==> config.mk <==
export PLATFORM = sky130hd
export DESIGN_NAME = panel_mode_ctrl
export DESIGN_NICKNAME = d
export VERILOG_FILES = /design/src/rtl/panel_mode_ctrl.sv
export SDC_FILE = /design/constraint.sdc
export NUM_CORES = 1
export LEC_CHECK = 0
export ABC_AREA = 1
export CAP_MARGIN = 0
export CORE_MARGIN = 1
export CORE_UTILIZATION = 44
export DETAILED_ROUTE_END_ITERATION = 16
export GPL_ROUTABILITY_DRIVEN = 1
export PLACE_DENSITY = 0.76
export REMOVE_ABC_BUFFERS = 1
export SLEW_MARGIN = 20
export SYNTH_ARGS = -nofsm -noshare
export SYNTH_HDL_FRONTEND = slang
export SYNTH_SLANG_ARGS = --single-unit
==> constraint.sdc <==
create_clock -name clk -period 1.9 [get_ports clk]
set_clock_uncertainty 0.05 [all_clocks]
set_input_delay 0.57 -clock clk [delete_from_list [all_inputs] [get_ports clk]]
set_output_delay 0.57 -clock clk [all_outputs]
set_load 0.1 [all_outputs]
==> src/rtl/panel_mode_ctrl.sv <==
// Front-panel mode sequencer: synchronises the switches, walks the IN/CHECK
// memory sequences and hands the memory port to the CPU in RUN. Build with
// PANEL_VERIFY_EN to add read-after-write verification and verify_err.
module panel_mode_ctrl #(
    parameter int ADDR_W      = 16,
    parameter int DATA_W      = 8,
    parameter int SYNC_STAGES = 2
) (
    input  logic              clk,
    input  logic              rst,
    input  logic [1:0]        mode_sel,
    input  logic [ADDR_W-1:0] sw_addr,
    input  logic [DATA_W-1:0] sw_data,
    input  logic              btn_step,
    input  logic [DATA_W-1:0] mem_rdata,
    output logic [1:0]        CPUstate,
    output logic              panel_sel,
    output logic [ADDR_W-1:0] panel_addr,
    output logic [DATA_W-1:0] panel_wdata,
    output logic              panel_we,
    output logic              panel_re,
    output logic [ADDR_W-1:0] disp_addr,
    output logic [DATA_W-1:0] disp_data,
`ifdef PANEL_VERIFY_EN
    output logic              verify_err,
`endif
    output logic              run_start
);

    localparam int SYNC_W = DATA_W + 3;

    localparam logic [1:0] M_IDLE  = 2'b00;
    localparam logic [1:0] M_IN    = 2'b01;
    localparam logic [1:0] M_CHECK = 2'b10;
    localparam logic [1:0] M_RUN   = 2'b11;

    typedef enum logic [3:0] {
        S_IDLE,
        S_IN_RDY,
        S_IN_WR,
        S_IN_INC,
        S_CHK_RD,
        S_CHK_RDY,
        S_RUN
`ifdef PANEL_VERIFY_EN
        , S_IN_VRD,
        S_IN_VCMP
`endif
    } state_t;

    state_t state_reg, state_next;

    // All asynchronous switch inputs share one shift chain: {mode, data, button}
    logic [SYNC_STAGES-1:0][SYNC_W-1:0] sync_reg;
    logic [SYNC_W-1:0]                  sync_out;
    logic [1:0]                         mode_sync;
    logic [DATA_W-1:0]                  data_sync;
    logic                               btn_sync;
    logic                               btn_prev_reg;
    logic                               step_evt;
    logic                               mode_chg;

    logic [ADDR_W-1:0] panel_addr_reg;
    logic [DATA_W-1:0] panel_wdata_reg;
    logic [ADDR_W-1:0] disp_addr_reg;
    logic [DATA_W-1:0] disp_data_reg;
    logic              run_start_reg;
    logic              enter_in;
    logic              enter_chk;

    always_ff @(posedge clk or negedge rst) begin
        if (!rst) begin
            sync_reg     <= '0;
            btn_prev_reg <= 1'b0;
        end else begin
            sync_reg     <= {sync_reg[SYNC_STAGES-2:0], {mode_sel, sw_data, btn_step}};
            btn_prev_reg <= btn_sync;
        end
    end

    assign sync_out  = sync_reg[SYNC_STAGES-1];
    assign mode_sync = sync_out[SYNC_W-1 -: 2];
    assign data_sync = sync_out[DATA_W:1];
    assign btn_sync  = sync_out[0];
    assign step_evt  = btn_sync & ~btn_prev_reg;
    assign mode_chg  = (mode_sync != CPUstate);

    function automatic state_t entry_state(input logic [1:0] mode);
        case (mode)
            M_IN:    entry_state = S_IN_RDY;
            M_CHECK: entry_state = S_CHK_RD;
            M_RUN:   entry_state = S_RUN;
            default: entry_state = S_IDLE;
        endcase
    endfunction

    // State register
    always_ff @(posedge clk or negedge rst) begin
        if (!rst) begin
            state_reg <= S_IDLE;
        end else begin
            state_reg <= state_next;
        end
    end

    // Next-state logic; mode requests are only honoured in the waiting states
    always_comb begin
        state_next = state_reg;
        case (state_reg)
            S_IDLE, S_RUN: begin
                if (mode_chg) state_next = entry_state(mode_sync);
            end
            S_IN_RDY: begin
                if (mode_chg)      state_next = entry_state(mode_sync);
                else if (step_evt) state_next = S_IN_WR;
            end
`ifdef PANEL_VERIFY_EN
            S_IN_WR:   state_next = S_IN_VRD;
            S_IN_VRD:  state_next = S_IN_VCMP;
            S_IN_VCMP: state_next = S_IN_INC;
`else
            S_IN_WR:   state_next = S_IN_INC;
`endif
            S_IN_INC:  state_next = S_IN_RDY;
            S_CHK_RD:  state_next = S_CHK_RDY;
            S_CHK_RDY: begin
                if (mode_chg)      state_next = entry_state(mode_sync);
                else if (step_evt) state_next = S_CHK_RD;
            end
            default: state_next = S_IDLE;
        endcase
    end

    // Outputs decoded from the state register
    always_comb begin
        CPUstate  = M_IDLE;
        panel_we  = 1'b0;
        panel_re  = 1'b0;
        panel_sel = 1'b1;
        case (state_reg)
            S_IN_RDY, S_IN_INC: CPUstate = M_IN;
            S_IN_WR: begin
                CPUstate = M_IN;
                panel_we = 1'b1;
            end
`ifdef PANEL_VERIFY_EN
            S_IN_VRD: begin
                CPUstate = M_IN;
                panel_re = 1'b1;
            end
            S_IN_VCMP: CPUstate = M_IN;
`endif
            S_CHK_RD, S_CHK_RDY: begin
                CPUstate = M_CHECK;
                panel_re = 1'b1;
            end
            S_RUN: begin
                CPUstate  = M_RUN;
                panel_sel = 1'b0;
            end
            default: CPUstate = M_IDLE;
        endcase
    end

    // Mode entry is detected as a transition into an entry state from another mode
    assign enter_in  = (state_next == S_IN_RDY) && (CPUstate != M_IN);
    assign enter_chk = (state_next == S_CHK_RD) && (CPUstate != M_CHECK);

    always_ff @(posedge clk or negedge rst) begin
        if (!rst) begin
            panel_addr_reg  <= '0;
            panel_wdata_reg <= '0;
            disp_addr_reg   <= '0;
            disp_data_reg   <= '0;
            run_start_reg   <= 1'b0;
        end else begin
            run_start_reg <= (state_next == S_RUN) && (state_reg != S_RUN);

            if (enter_in || enter_chk) begin
                panel_addr_reg <= sw_addr;
            end else if (state_reg == S_IN_INC ||
                         (state_reg == S_CHK_RDY && state_next == S_CHK_RD)) begin
                panel_addr_reg <= panel_addr_reg + ADDR_W'(1);
            end

            if (state_reg == S_IN_RDY && state_next == S_IN_WR) begin
                panel_wdata_reg <= data_sync;
            end

            case (state_reg)
                S_IN_WR: begin
                    disp_addr_reg <= panel_addr_reg;
                    disp_data_reg <= panel_wdata_reg;
                end
                S_CHK_RD:  disp_addr_reg <= panel_addr_reg;
                S_CHK_RDY: disp_data_reg <= mem_rdata;
                default: ;
            endcase
        end
    end

`ifdef PANEL_VERIFY_EN
    logic verify_err_reg;

    // Sticky until the operator re-enters IN mode
    always_ff @(posedge clk or negedge rst) begin
        if (!rst) begin
            verify_err_reg <= 1'b0;
        end else if (enter_in) begin
            verify_err_reg <= 1'b0;
        end else if (state_reg == S_IN_VCMP && mem_rdata != panel_wdata_reg) begin
            verify_err_reg <= 1'b1;
        end
    end

    assign verify_err = verify_err_reg;
`endif

    assign panel_addr  = panel_addr_reg;
    assign panel_wdata = panel_wdata_reg;
    assign disp_addr   = disp_addr_reg;
    assign disp_data   = disp_data_reg;
    assign run_start   = run_start_reg;

endmodule

* Yosys cells after proc, flatten, opt, wreduce, memory -nomap -nowiden
Index checks and enable logic that the tools add are counted.
Word-level totals: word-level logic and storage cells 57, output and inout port bits 54, bits in registers 76, bits of input ports 37
Operators by class: add/sub/neg operators 1, equal/unequal tests 17, mux-type cells 14, bitwise gates (word level) 2, reductions and logical operators 14
Operators by type and width (count):
- 16-bit two-way mux | 2
- 4-bit case mux with 6 select lines | 1
- 4-bit by 3-bit == test with 1-bit output, second input constant | 5
- 4-bit two-way mux | 5
- 16-bit by 1-bit adder with 16-bit output, second input constant | 1
- 8-bit case mux with 2 select lines | 1
- 4-bit by 2-bit == test with 1-bit output, second input constant | 3
- 3-bit case mux with 3 select lines | 1
- 4-bit by 1-bit == test with 1-bit output, second input constant | 2
- 2-bit case mux with 3 select lines | 1
- 2-bit OR reduction | 3
- 1-bit logical AND | 5
- 2-bit == test, second input constant | 2
- 4-bit logical NOT | 1
- 4-bit by 3-bit != test with 1-bit output, second input constant | 1
- 2-bit nonzero test | 2
- 1-bit two-way mux | 3
- 3-bit OR reduction | 1
- 2-bit by 1-bit == test with 1-bit output, second input constant | 1
- 1-bit logical OR | 2
- 2-bit by 1-bit != test with 1-bit output, second input constant | 1
- 2-bit != test | 1
- 2-bit != test, second input constant | 1
- 1-bit bitwise AND | 1
- 1-bit NOT | 1

* Logic depth before layout (Yosys ltp)
depth after elaboration 11, mapped depth 19, gate-level depth less buffers 18

* Worst setup path before layout
OpenSTA, ideal clock, no wires.
path type register to register, start point reg state_reg[2], end point reg panel_addr_reg[9] (netlist: panel_addr[9]), period minus slack after synthesis 3.043 ns, data arrival time 2.925 ns, cell stages (with the launch flop) 12, buffers on the path 1, library setup time 0.068 ns, required time 1.782 ns, path slack -1.143 ns, cells stage by stage dfrtp_1 -> inv_2 -> nor2_4 -> inv_1 -> nor2_1 -> inv_1 -> nand4_4 -> nand2_8 -> nor2_8 -> buf_4 -> nand2_1 -> nand2_1
Between the ends: cells in the longest elaborated chain, start to end 10, elaborated cells on any way between the ends 29, classes of those cells eq/ne (11); mux (8); reduce/logical (10)
RTL lines:
- from (decl) | RTL line 51 | state_t state_reg, state_next;
- from (signal assigned) | RTL line 102 | state_reg <= state_next;
- 4-bit by 2-bit == test with 1-bit output (tied with other cells) | RTL line 109, 140, 181
- 3-bit OR reduction (no line) or 2-bit OR reduction (tied branches)
- 2-bit case mux with 3 select lines | RTL line 140 | case (state_reg)
- 2-bit != test | RTL line 86 | assign mode_chg = (mode_sync != CPUstate);
- 4-bit two-way mux (on tied branches) | RTL line 127, 111, 114
- 4-bit case mux with 6 select lines | RTL line 109 | case (state_reg)
- 4-bit by 1-bit == test with 1-bit output or 4-bit by 3-bit == test with 1-bit output (tied branches) | RTL line 166, 167, 182
- 1-bit logical AND (on tied branches) | RTL line 166, 167, 182
- 1-bit logical OR (on tied branches) | RTL line 179, 181
- 16-bit two-way mux or 2-bit nonzero test (tied branches)
- to (signal assigned) | RTL line 180 | panel_addr_reg <= sw_addr;
- to (signal assigned) | RTL line 183 | panel_addr_reg <= panel_addr_reg + ADDR_W'(1);
- to (decl) | RTL line 63 | logic [ADDR_W-1:0] panel_addr_reg;
Several ways; a longest one is shown, not always the timed one. A chain may end at the register's enable or synchronous reset.

* Final worst setup path
start point reg state_reg[0], end point reg panel_addr_reg[2] (netlist: panel_addr[2])
Between the ends: cells in the longest elaborated chain, start to end 10, elaborated cells on any way between the ends 29, classes of those cells eq/ne (11); mux (8); reduce/logical (10)
RTL lines (RTL line):
- 4-bit by 2-bit == test with 1-bit output (tied with other cells) | 109, 140
- 3-bit OR reduction (no line) or 2-bit OR reduction (tied branches)
- 2-bit case mux with 3 select lines | 140
- 2-bit != test | 86
- 4-bit two-way mux (on tied branches) | 127, 111, 114
- 4-bit case mux with 6 select lines (*) | 109
- via state_next[0] | 51
- 4-bit by 1-bit == test with 1-bit output or 4-bit by 3-bit == test with 1-bit output (tied branches) | 166, 167, 182
- 1-bit logical AND (on tied branches) | 166, 167, 182
- 1-bit logical OR (on tied branches) | 179, 181
- 16-bit two-way mux or 2-bit nonzero test (tied branches)
Mark *: on every way through the listed nets, which the timed path passes. The rest lies on a longest branch.

==> results.md <==
- Status: complete, but fails checks
- Failing checks: setup timing
- CP Buf/Inv Count: 5
- Final Setup Violations: 43
- Crit path time final: 2.47 ns
- Setup Crit Path Kind: reg2reg
- CTS sink count: 76
- Residual DRC: 0
- Critical Path Max Stage Delay: 0.45 ns
- Core area: 7770 µm²
- Period utilisation layout: 1.30
- Synth unique cells: 34
- Yosys warning count: 0
- EDFF count, synth: 0
- Hold Slack: 0.0976 ns
- Synth Register Bits: 76
- CTS tree: yes
- Largest net degree at the start of global routing: 33
- CTS root buffer: clkbuf_8
- H-tree levels: 3
- RSZ-0062 raised after global routing: yes
- Fill cell count: 435
- Critical Path RT: 2.15 ns
- Data arrival, critical path: 2.72 ns
- DR iter-0 viols: 190
- Finished Core Util: 0.798
- Initial Utilization: 0.455
- DR vias: 3523
- Fmax: 405 MHz
- First-pass GRT wire length: 16.6 mm
- IO Port Bufs: 90
- Clock transition at path regs: 0.08 ns
- Skew-Pair Late Insertion Delay: 0.36 ns
- MaxCap Viol Count: 0
- Die W: 91.7 µm
- Leading area contributor after synthesis: dfrtp_1
- Cts bufs inserted: 9
- Placer congestion estimate: 0.900
- Bufs on Longest Clock Path: 2
- Beginning of the critical path: state_reg[0]
- Count leader, synth: nand2_1
- Worst Setup End Kind: flop
- Post-route ant nets: 0
- Die area: 8400 µm²
- Hold Vio Cnt, Final: 0
- First-pass DRT Iterations: 5
- Vias per cell: 5.35
- Num ports: 91
- CP max-delay cell: dfrtp_2
- Global Route Usage Sum: 0.257
- Die H: 91.7 µm
- Most used DFF post-synth: dfrtp_1
- Critical Path Source Type: flop
- Vias in the first global route: 3500
- Pins Over Slew Limit: 0
- Post-synthesis sequential area ratio: 0.538
- Core Rows: 32
- Post-Syn Instances: 386
- Ys async rst share: 1.00
- Crit Reg-Reg Startpoint: state_reg[0]
- Synth cell count leaders: nand2_1, dfrtp_1, nand3_1, inv_1, nor2_1
- Top-area cell type share of the netlist area: 0.538
- Post-Syn Area: 3540 µm²
- Final worst setup slack: -0.571 ns
- Syn_area_per_cell: 9.16 µm²
- Share of cells above drive strength 1: 0.413
- Worst path cell trace: inv_2 -> buf_4 -> nor2_1 -> nand2_1 -> inv_1 -> nor2_1 -> nand2_1 -> nand2_2 -> nor2_4 -> nor2_8 -> inv_4 -> nand3_4 -> nand2_8 -> buf_12 -> nand2_2 -> nand2_1 -> nand2_1 -> nand2_1
- Worst Path Max Fanout: 8
- GR Overflow Total: 0
- Number of diodes: 0
- Critical Path Most Common Cell: nand2_1
- Nets@finish: 590
- Detailed-route wire length per cell: 18.8 µm
- Hold WC Path Type: in2async
- Area contributors post-synth: dfrtp_1, nand2_1, nand3_1
- Area grow syn2layout: 75.3%
- Hold-fix buffers, CTS: 0
- Post-DP HPWL: 7.20 mm
- Initial antenna violation count: 0
- Delay-heaviest family, CP: simple AND/OR/NAND/NOR gates
- WL final: 12.4 mm
[routing by layer]
metal / global-route usage / part of all wire
met5: 0 / 0
met4: 0.119 / 0.059
met3: 0.0572 / 0.059
met2: 0.464 / 0.53
met1: 0.287 / 0.35
[worst paths after layout]
path	endpoint	slack (ns)	cells after the start
min	disp_data[3]	0.1	1
max in group asynchronous	state_reg[3]	1.19	2
min reg2reg	sync_out[2]	0.30	0
min in group clk	sync_out[2]	0.30	0
max	panel_addr[2]	-0.57	18
max reg2reg	panel_addr[2]	-0.57	18
[area by class of cell]
cell class | count | area (µm²) | area share
clock inverters | 6 | 95.1 | 0.0153
flip-flops and latches | 76 | 1910 | 0.307
well taps | 102 | 128 | 0.0206
repair buffers | 162 | 2090 | 0.337
inverters | 33 | 136 | 0.0220
multi-input cells | 270 | 1720 | 0.277
clock buffers | 10 | 128 | 0.0206
[repair_timing]
item	4_1_cts	5_1_grt
setup endpoints to repair	44	52
cloned	0	1
pin swaps	10	29
buffers inserted	8	13
resized for setup	30	59
[placed cells by master, fill, tap and decap left out, types with 7 or more instances in the layout]
cell             Yosys  layout
mux2_4               0       8
nor2_1              21      16
nand2_2              6      13
mux2_2              16       8
buf_12               0      59
nand2_1            131     112
nor2_4               3       8
nand3_2              2      10
inv_1               25      21
dfrtp_1             76      73
nand2_4              1      12
clkbuf_8             0       9
buf_6                1      13
xor2_1              11      11
clkdlybuf4s50_1      0      35
a21oi_1              8       8
nand3_1             44      34
inv_2                5       7
buf_4                1      55
[logic make-up (layout without fill, tap and decap cells)]
kind of cell / count (synthesis) / in the layout / share of synthesized area
fa+ha+maj: 1 / 1 / 0.00354
flops: 76 / 76 / 0.538
xor+xnor: 14 / 14 / 0.0347
mux: 16 / 16 / 0.0509
compound gates: 12 / 12 / 0.0177
other cells: 1 / 1 / 0.00106
simple gates: 225 / 226 / 0.303
buf+inv: 41 / 211 / 0.0513
[metrics by stage]
step	cell area [µm²]	instances	setup WS (ns)	setup TNS [ns]
global placement	5500	622	-0.265	-6.39
floorplan	3480	378	-1.15	-31.56
CTS	5890	646	-0.339	-8.60
finish	6200	659	-0.571	-13.88
detailed placement	5500	622	-0.387	-8.87
global route	6200	659	-0.757	-19.74
Power is left out: the tool's default activity adds up to more than one toggle a clock period on the data nets, which glitch-free logic cannot reach.
